`src/rtl/key_schedule_ctrl.sv`:
```
// Iterative AES-128 key-schedule engine: expands one round per cycle into an
// 11-entry round-key register file with a registered random-access read port.
module key_schedule_ctrl #(
    parameter int NUM_ROUNDS = 10,
    parameter int KEY_W      = 128
) (
    input  logic             clk,
    input  logic             rst,
    input  logic             key_valid,
    output logic             key_ready,
    input  logic [KEY_W-1:0] key_in,
    output logic             busy,
    output logic             done,
    output logic             keys_valid,
    input  logic [3:0]       rd_addr,
    output logic [KEY_W-1:0] rk_out
);

    generate
        if (NUM_ROUNDS != 10 || KEY_W != 128) begin : g_bad_params
            $error("key_schedule_ctrl supports only AES-128 (NUM_ROUNDS=10, KEY_W=128)");
        end
    endgenerate

    localparam int         NUM_KEYS   = NUM_ROUNDS + 1;
    localparam logic [3:0] LAST_ROUND = 4'(NUM_ROUNDS);

    localparam logic [7:0] SBOX [0:255] = '{
        8'h63, 8'h7c, 8'h77, 8'h7b, 8'hf2, 8'h6b, 8'h6f, 8'hc5, 8'h30, 8'h01, 8'h67, 8'h2b, 8'hfe, 8'hd7, 8'hab, 8'h76,
        8'hca, 8'h82, 8'hc9, 8'h7d, 8'hfa, 8'h59, 8'h47, 8'hf0, 8'had, 8'hd4, 8'ha2, 8'haf, 8'h9c, 8'ha4, 8'h72, 8'hc0,
        8'hb7, 8'hfd, 8'h93, 8'h26, 8'h36, 8'h3f, 8'hf7, 8'hcc, 8'h34, 8'ha5, 8'he5, 8'hf1, 8'h71, 8'hd8, 8'h31, 8'h15,
        8'h04, 8'hc7, 8'h23, 8'hc3, 8'h18, 8'h96, 8'h05, 8'h9a, 8'h07, 8'h12, 8'h80, 8'he2, 8'heb, 8'h27, 8'hb2, 8'h75,
        8'h09, 8'h83, 8'h2c, 8'h1a, 8'h1b, 8'h6e, 8'h5a, 8'ha0, 8'h52, 8'h3b, 8'hd6, 8'hb3, 8'h29, 8'he3, 8'h2f, 8'h84,
        8'h53, 8'hd1, 8'h00, 8'hed, 8'h20, 8'hfc, 8'hb1, 8'h5b, 8'h6a, 8'hcb, 8'hbe, 8'h39, 8'h4a, 8'h4c, 8'h58, 8'hcf,
        8'hd0, 8'hef, 8'haa, 8'hfb, 8'h43, 8'h4d, 8'h33, 8'h85, 8'h45, 8'hf9, 8'h02, 8'h7f, 8'h50, 8'h3c, 8'h9f, 8'ha8,
        8'h51, 8'ha3, 8'h40, 8'h8f, 8'h92, 8'h9d, 8'h38, 8'hf5, 8'hbc, 8'hb6, 8'hda, 8'h21, 8'h10, 8'hff, 8'hf3, 8'hd2,
        8'hcd, 8'h0c, 8'h13, 8'hec, 8'h5f, 8'h97, 8'h44, 8'h17, 8'hc4, 8'ha7, 8'h7e, 8'h3d, 8'h64, 8'h5d, 8'h19, 8'h73,
        8'h60, 8'h81, 8'h4f, 8'hdc, 8'h22, 8'h2a, 8'h90, 8'h88, 8'h46, 8'hee, 8'hb8, 8'h14, 8'hde, 8'h5e, 8'h0b, 8'hdb,
        8'he0, 8'h32, 8'h3a, 8'h0a, 8'h49, 8'h06, 8'h24, 8'h5c, 8'hc2, 8'hd3, 8'hac, 8'h62, 8'h91, 8'h95, 8'he4, 8'h79,
        8'he7, 8'hc8, 8'h37, 8'h6d, 8'h8d, 8'hd5, 8'h4e, 8'ha9, 8'h6c, 8'h56, 8'hf4, 8'hea, 8'h65, 8'h7a, 8'hae, 8'h08,
        8'hba, 8'h78, 8'h25, 8'h2e, 8'h1c, 8'ha6, 8'hb4, 8'hc6, 8'he8, 8'hdd, 8'h74, 8'h1f, 8'h4b, 8'hbd, 8'h8b, 8'h8a,
        8'h70, 8'h3e, 8'hb5, 8'h66, 8'h48, 8'h03, 8'hf6, 8'h0e, 8'h61, 8'h35, 8'h57, 8'hb9, 8'h86, 8'hc1, 8'h1d, 8'h9e,
        8'he1, 8'hf8, 8'h98, 8'h11, 8'h69, 8'hd9, 8'h8e, 8'h94, 8'h9b, 8'h1e, 8'h87, 8'he9, 8'hce, 8'h55, 8'h28, 8'hdf,
        8'h8c, 8'ha1, 8'h89, 8'h0d, 8'hbf, 8'he6, 8'h42, 8'h68, 8'h41, 8'h99, 8'h2d, 8'h0f, 8'hb0, 8'h54, 8'hbb, 8'h16
    };

    typedef enum logic [1:0] {
        IDLE   = 2'd0,
        EXPAND = 2'd1,
        READY  = 2'd2
    } state_t;

    state_t             state_reg, state_next;
    logic [3:0]         round_reg;
    logic [7:0]         rcon_reg;
    logic [KEY_W-1:0]   work_reg;
    logic               done_reg;
    logic               keys_valid_reg;
    logic [KEY_W-1:0]   rk_out_reg;

    logic               accept;
    logic               expanding;
    logic               last_round;
    logic [31:0]        rot_word;
    logic [31:0]        sub_word;
    logic [31:0]        temp_word;
    logic [31:0]        w0_next, w1_next, w2_next, w3_next;
    logic [KEY_W-1:0]   next_key;
    logic [7:0]         rcon_next;
    logic [KEY_W-1:0]   rk_file [0:NUM_KEYS-1];

    // Column word 3 holds bytes 12..15; rotating brings byte 13 into byte 0.
    assign rot_word = {work_reg[103:96], work_reg[127:104]};

    genvar gi;
    generate
        for (gi = 0; gi < 4; gi++) begin : g_sbox
            assign sub_word[8*gi +: 8] = SBOX[rot_word[8*gi +: 8]];
        end
    endgenerate

    assign temp_word = sub_word ^ {24'h0, rcon_reg};
    assign w0_next   = work_reg[31:0]   ^ temp_word;
    assign w1_next   = work_reg[63:32]  ^ w0_next;
    assign w2_next   = work_reg[95:64]  ^ w1_next;
    assign w3_next   = work_reg[127:96] ^ w2_next;
    assign next_key  = {w3_next, w2_next, w1_next, w0_next};
    assign rcon_next = {rcon_reg[6:0], 1'b0} ^ (rcon_reg[7] ? 8'h1b : 8'h00);

    always_comb begin
        state_next = state_reg;
        key_ready  = 1'b0;
        expanding  = 1'b0;
        accept     = 1'b0;
        last_round = (round_reg == LAST_ROUND);
        case (state_reg)
            IDLE: begin
                key_ready = 1'b1;
                accept    = key_valid;
                if (key_valid) state_next = EXPAND;
            end
            EXPAND: begin
                expanding = 1'b1;
                if (last_round) state_next = READY;
            end
            READY: begin
                key_ready = 1'b1;
                accept    = key_valid;
                if (key_valid) state_next = EXPAND;
            end
            default: state_next = IDLE;
        endcase
    end

    always_ff @(posedge clk) begin
        if (rst) begin
            state_reg      <= IDLE;
            round_reg      <= 4'd0;
            rcon_reg       <= 8'h01;
            work_reg       <= '0;
            done_reg       <= 1'b0;
            keys_valid_reg <= 1'b0;
        end else begin
            state_reg <= state_next;
            done_reg  <= 1'b0;
            if (accept) begin
                work_reg       <= key_in;
                round_reg      <= 4'd1;
                rcon_reg       <= 8'h01;
                keys_valid_reg <= 1'b0;
            end else if (expanding) begin
                work_reg  <= next_key;
                rcon_reg  <= rcon_next;
                round_reg <= round_reg + 4'd1;
                if (last_round) begin
                    round_reg      <= 4'd0;
                    done_reg       <= 1'b1;
                    keys_valid_reg <= 1'b1;
                end
            end
        end
    end

    // Entry 0 takes the cipher key on accept; entry r takes round r's result.
    generate
        for (gi = 0; gi < NUM_KEYS; gi++) begin : g_rk
            logic [KEY_W-1:0] entry_reg;
            always_ff @(posedge clk) begin
                if (rst) begin
                    entry_reg <= '0;
                end else if (gi == 0 && accept) begin
                    entry_reg <= key_in;
                end else if (gi != 0 && expanding && round_reg == 4'(gi)) begin
                    entry_reg <= next_key;
                end
            end
            assign rk_file[gi] = entry_reg;
        end
    endgenerate

    always_ff @(posedge clk) begin
        if (rst) begin
            rk_out_reg <= '0;
        end else if (rd_addr <= LAST_ROUND) begin
            rk_out_reg <= rk_file[rd_addr];
        end else begin
            rk_out_reg <= '0;
        end
    end

    assign busy       = (state_reg == EXPAND);
    assign done       = done_reg;
    assign keys_valid = keys_valid_reg;
    assign rk_out     = rk_out_reg;

endmodule

```
`config.mk`:
```
export PLATFORM = sky130hd
export DESIGN_NAME = key_schedule_ctrl
export DESIGN_NICKNAME = d
export VERILOG_FILES = /design/src/rtl/key_schedule_ctrl.sv
export SDC_FILE = /design/constraint.sdc
export NUM_CORES = 2
export LEC_CHECK = 0
export ABC_AREA = 0
export BUFFER_PORTS_ARGS = -buffer_cell sky130_fd_sc_hd__buf_4
export CORE_MARGIN = 2
export CORE_UTILIZATION = 50
export CTS_CLUSTER_SIZE = 8
export DETAILED_ROUTE_END_ITERATION = 6
export MAX_ROUTING_LAYER = met4
export PLACE_DENSITY = 0.76
export SLEW_MARGIN = 25
export SYNTH_ARGS = -nofsm -noshare
export SYNTH_HDL_FRONTEND = slang
export SYNTH_SLANG_ARGS = --single-unit
```
`constraint.sdc`:
```
create_clock -name clk -period 9.6 [get_ports clk]
set_input_delay 2.88 -clock clk [delete_from_list [all_inputs] [get_ports clk]]
set_output_delay 2.88 -clock clk [all_outputs]
set_load 0.02 [all_outputs]
```
Word level (Yosys, flattened, before mapping)
Memory sizes are Yosys's and may differ from the RTL's.
Index checks and enable logic that the tools add are counted.

cells by class
  shift-type cells = 0
  $mul = 0
  bitwise logic cells = 13
  reduce and logical (&&, ||, !) cells = 18
  div/mod/pow operators = 0
  mux-type cells = 24
  add/subtract/negate cells = 1
  $lt $le $gt $ge = 6
  equality and inequality tests = 14

operators with widths
  kind                                                       count
  binary-select mux 128 bit (select 4 bit)                   1
  two-way mux 128 bit                                        4
  bitwise XOR 32 bit                                         4
  two-way mux 8 bit                                          8
  greater-or-equal comparator 9 bit (second input constant)  4
  NOT 8 -> 9 bit                                             4
  bitwise XOR 32 x 8 -> 32 bit                               1
  == test 4 x 3 -> 1 bit (second input constant)             4
  == test 4 bit (second input constant)                      3
  logical AND 1 bit                                          10
  == test 4 x 2 -> 1 bit (second input constant)             2
  bitwise XOR 8 x 5 -> 8 bit                                 1
  two-way mux 1 bit                                          6
  OR reduction 2 bit                                         3
  greater-or-equal comparator 5 bit (second input constant)  1
  two-way mux 5 bit                                          1
  NOT 4 -> 5 bit                                             1
  adder 4 x 1 -> 4 bit (second input constant)               1
  == test 4 x 1 -> 1 bit (second input constant)             1
  <= comparator 4 bit (second input constant)                1
  two-way mux 2 bit                                          2
  two-way mux 4 bit                                          1
  inequality test 2 x 1 -> 1 bit (second input constant)     2
  one-hot mux 2 bit (2 select lines)                         1
  other kinds (7)                                            9

word-level totals
  memory bits (writable) = 0
  word-level logic and storage cells = 99
  memories = 4
  input port bits = 135
  latch bits = 0
  ROM bits = 8192
  register bits = 1680
  output and inout port bits = 132

memories
  name             words  width  read ports  clocked after memory_dff  write ports  RTL line  text
  (no name shown)  256    8      1           0                         0            78        assign sub_word[8*gi +: 8] = SBOX[rot_word[8*gi +: 8]];
  (no name shown)  256    8      1           0                         0            78
  (no name shown)  256    8      1           0                         0            78
  (no name shown)  256    8      1           0                         0            78

Logic depth before layout (Yosys ltp)
  word-level depth = 11
  mapped depth = 16
  mapped depth without buffers = 11

Worst setup path before layout
OpenSTA, ideal clock, no wires.

  path kind = input to register
  start = in rd_addr[0]
  end = reg rk_out_reg[119] (netlist: rk_out[119])
  path buffers = 4
  setup slack = 4.404 ns
  library setup time = 0.128 ns
  data required time = 9.472 ns
  data arrival time = 5.068 ns
  cell stages on the path = 7
  cells stage by stage = clkbuf_1 > clkbuf_1 > clkbuf_1 > buf_1 > mux4_2 > a21oi_1 > nor2_1

on the way
  word-level cells in the longest chain between the ends = 4
  elaborated cells between the ends (all ways) = 7
  classes of those cells = 1 x order compare; 3 x mux; 2 x bitwise; 1 x reduce/logical

RTL lines
  element                                                 RTL line  text
  from (decl)                                             15        input logic [3:0] rd_addr,
  NOT 4 -> 5 bit (not written as such)                    165       rk_out_reg <= rk_file[rd_addr];
  binary-select mux 128 bit (select 4 bit)                165
  two-way mux 128 bit (not written as such) (2 in a row)  165
  to (signal assigned)                                    165
  to (decl)                                               59        logic [KEY_W-1:0] rk_out_reg;

Several ways; a longest one is shown, not always the timed one. The select of a mux whose other input is x is not followed.
A chain may end at the register's enable or synchronous reset.

Worst setup path after layout
  start = reg work_reg[97]
  end = reg g_rk[5].entry_reg[122]

on the way
  word-level cells in the longest chain between the ends = 9

RTL lines
  element                                               RTL line  text
  from (decl)                                           56        logic [KEY_W-1:0] work_reg;
  from (signal assigned)                                127       work_reg <= key_in;
  from (signal assigned)                                132       work_reg <= next_key;
  NOT 8 -> 9 bit (not written as such)                  78
  memory (256 x 8 bit)                                  n/a
  two-way mux 8 bit (not written as such) (2 in a row)  78
  bitwise XOR 32 x 8 -> 32 bit                          82        assign temp_word = sub_word ^ {24'h0, rcon_reg};
  bitwise XOR 32 bit                                    83        assign w0_next = work_reg[31:0] ^ temp_word;
  bitwise XOR 32 bit                                    84        assign w1_next = work_reg[63:32] ^ w0_next;
  bitwise XOR 32 bit                                    85        assign w2_next = work_reg[95:64] ^ w1_next;
  bitwise XOR 32 bit                                    86        assign w3_next = work_reg[127:96] ^ w2_next;
  to (signal assigned)                                  152       entry_reg <= key_in;
  to (signal assigned)                                  154       entry_reg <= next_key;
  to (decl)                                             147       logic [KEY_W-1:0] entry_reg;

Every way passes these cells. The select of a mux whose other input is x is not followed.

==> results.txt <==
Status = finished clean
Global Route met3 Usage = 0.0867
CP delay by family, top = compound AO/OA/AOI/OAI gates
Synth cell types = 115
Share of power burned in registers = 0.265
Core Region = 167000 sq um
Initial Utilization = 0.504
GPL Wtd Cong = 1.03
R2R cell count = 13
Port-buffer cells = 266
Grt met1 use = 0.484
Hold EP = g_rk[6].entry_reg[85]$_SDFFE_PP0P_
Vias = 80776
Avg WL per Cell = 30.0 um
Tot GR Track Use = 0.415
Most frequent cells in the layout = 1665 x dfxtp_1, 1651 x nand2_1, 1259 x nor2_1
Post-synth EDFFs = 0
R2R Path Start = work_reg[97]$_SDFFE_PP0P_
Maximum number of pins on one net before global-route repair = 260
Detail Placement HPWL = 230000 um
Sequential area share after synthesis = 0.398
Synth warn = 0
Total power density per cell area = 315 nW/um^2
Layout Nets = 9975
Detailed Route Iter0 Violations = 12296
R2R setup slack = 3640 ps
Worst skew pair latency = 880 ps
Crit path largest cell delay = 850 ps
Final setup skew = 46.2 ps
WP buf/inv = 3
Vias in the first global route = 76650
Final hold violation count = 0
Layout Utilization = 0.555
Critical Path End Type = register
Clock network fraction of design power = 0.244
# Max-Cap Violations = 0
Clock root buffer = clkbuf_16
Synth Cell Area = 84400 sq um
Unrepaired setup endpoints after global routing = no
Clock sink total = 1680
Multi-input gate area = 46500 sq um
GRT Residual Overflow = 0
Internal = 0.0153 W
Sequential cell area = 33700 sq um
Antenna Nets Post-Route = 0
Headroom to the max-slew limit = 0.157
Reg-to-Reg End = g_rk[5].entry_reg[122]$_SDFFE_PP0P_
H-tree lvl count = 4
Main area contributors after synthesis = dfxtp_1 40%, mux4_2 7.4%, nand2_1 7.4%, a21oi_1 6.1%, nor2_1 5.6%
TritonCTS clock tree = yes
First-pass GRT wire length = 522000 um
Post-CTS setup buffers = 0
Syn-to-layout area delta = 10.0%
Count of final setup violators = 0
Resize count post-CTS = 0
Hold Path Origin = g_rk[6].entry_reg[85]$_SDFFE_PP0P_
Hold Crit Class = register to register
Worst Setup Path Type = register to register
Worst EP required = 10280 ps
Layout filler cell count = 14785
Avg Inst Size Synth = 8.30 sq um
Leading cell type in the layout, fill and taps excluded = dfxtp_1
Most numerous cell on the critical path = buf_4
Gate power share = 0.491
GRT met2 Usage = 0.603
Critical path peak fanout = 43
Async set-or-reset flop fraction in the synthesized netlist = 0
CP arrival = 6640 ps
Net switching power = 0.0140 W
Switch share = 0.478
Leak = 32.3 nW
Primary FF master, synth = dfxtp_1
Clk pin slew, worst setup/hold paths = 50 ps
Max FFs per register = 1408
# hold bufs at CTS = 0
TritonCTS buffer count = 228
Setup TNS = 0 ps
Gr busiest metal = met2
Net Count, Synth = 10360
Leading area contributor after synthesis = dfxtp_1
Vias per cell = 6.71
Crit path time final = 5960 ps
CP cell instances = buf_4, inv_1, ha_1, nand2b_1, a311oi_1, a211o_1, a31oi_1, a211oi_2, xnor3_1, xor2_1, buf_4, xnor2_2, o22ai_1
DRC viols = 0
Crit start category = register
I/O pin count = 267
Fin crit share = 0.621
Max Transition Viols Final = 0
TritonRoute pass-1 iters = 7
Die height = 415 um
Synthesized instance count = 10165
Top cell type's share of synthesized area = 0.398
Worst-Margin Slew = 1260 ps
Longest Clk Path Bufs = 3
Initial antenna violation count = 39
Die Area = 172000 sq um
#FFs+latches synth = 1680
Critical Path Slowest Stage Cell = a211oi_2
Share of cells above drive strength 1 = 0.119
Max Clk Rate = 0.168 GHz
Row cnt = 150
Total wire length = 361000 um
Die width = 415 um
Maximum VDD drop = 247 uV
Hold Path Depth = 2
## stage by stage
stage | setup slack, ps | hold WS (ps) | area [sq um] | instances | power, W
global route | 3570 | 461 | 92900 | 12041 | 0.0299
detailed placement | 3680 | 443 | 86700 | 11752 | 0.0214
global placement | 3670 | 438 | 86500 | 11751 | 0.0213
finish | 3640 | 451 | 92900 | 12042 | 0.0293
CTS | 3970 | 450 | 92700 | 12008 | 0.0285
floorplan | 4400 | 433 | 84400 | 10165 | 0.0162
## worst max path at each step
stage	from	endpoint	slack, ps	cells past startpoint
finish	work_reg[97]$_SDFFE_PP0P_	g_rk[5].entry_reg[122]$_SDFFE_PP0P_	3640	13
global route	work_reg[112]$_SDFFE_PP0P_	g_rk[10].entry_reg[111]$_SDFFE_PP0P_	3570	14
CTS	work_reg[97]$_SDFFE_PP0P_	g_rk[5].entry_reg[122]$_SDFFE_PP0P_	3970	13
detailed placement	rd_addr[0]	rk_out[24]$_SDFF_PP0_	3680	8
global placement	rd_addr[0]	rk_out[24]$_SDFF_PP0_	3670	8
floorplan	rd_addr[0]	rk_out[119]$_SDFF_PP0_	4400	7
## power by group through the flow
stage	combinational (W)	sequential, W	clock, W
CTS	0.0137	0.00772	0.00714
global route	0.0147	0.00777	0.00745
floorplan	0.00863	0.00756	0
global placement	0.0135	0.00784	0
detailed placement	0.0136	0.00785	0
finish	0.0144	0.00775	0.00716
## metal layers
layer  vias to the layer above  wire length (um)  share of wire
met5                         -                 0              0
met4                         0             37300           0.10
met3                      1387             38900           0.11
met2                      5512            157000           0.44
met1                     38752            127000           0.35
li1                      35125                 -              -
## worst reg2reg max path, stage by stage (launching register included)
cell and delay [ps]:
dfxtp_1 300, buf_4 280, inv_1 620, ha_1 710, nand2b_1 390, a311oi_1 360, a211o_1 140, a31oi_1 100
a211oi_2 850, xnor3_1 800, xor2_1 130, buf_4 260, xnor2_2 630, o22ai_1 220
## cells in the mapped netlist (all sizes together) (123+ instances only)
cell and count:
o21ai 493, a31oi 135, nor2 1263, dfxtp 1680, buf 292, a211oi 557
nand2 1657, a21oi 1029, mux4 279, nor3 136, clkbuf 765, xnor2 123
mux2i 289
## final cells by class
type	instances	share of cell area
antenna	32	0.000862
clock buffer	242	0.0625
clock inverter	14	0.00242
inverter	66	0.00281
multi-input combinational	7362	0.500
sequential	1680	0.362
tap	2204	0.0297
timing repair buffer	442	0.0389
## logic make-up after synthesis
family,share of synthesized area
AND/OR/NAND/NOR,0.183
AO/OA/AOI/OAI,0.214
flip-flops,0.398
buffers and inverters,0.0557
multiplexers,0.111
XOR/XNOR,0.0285
adder cells (fa/ha/maj),0.00913
Power figures use the tool's default switching activity.
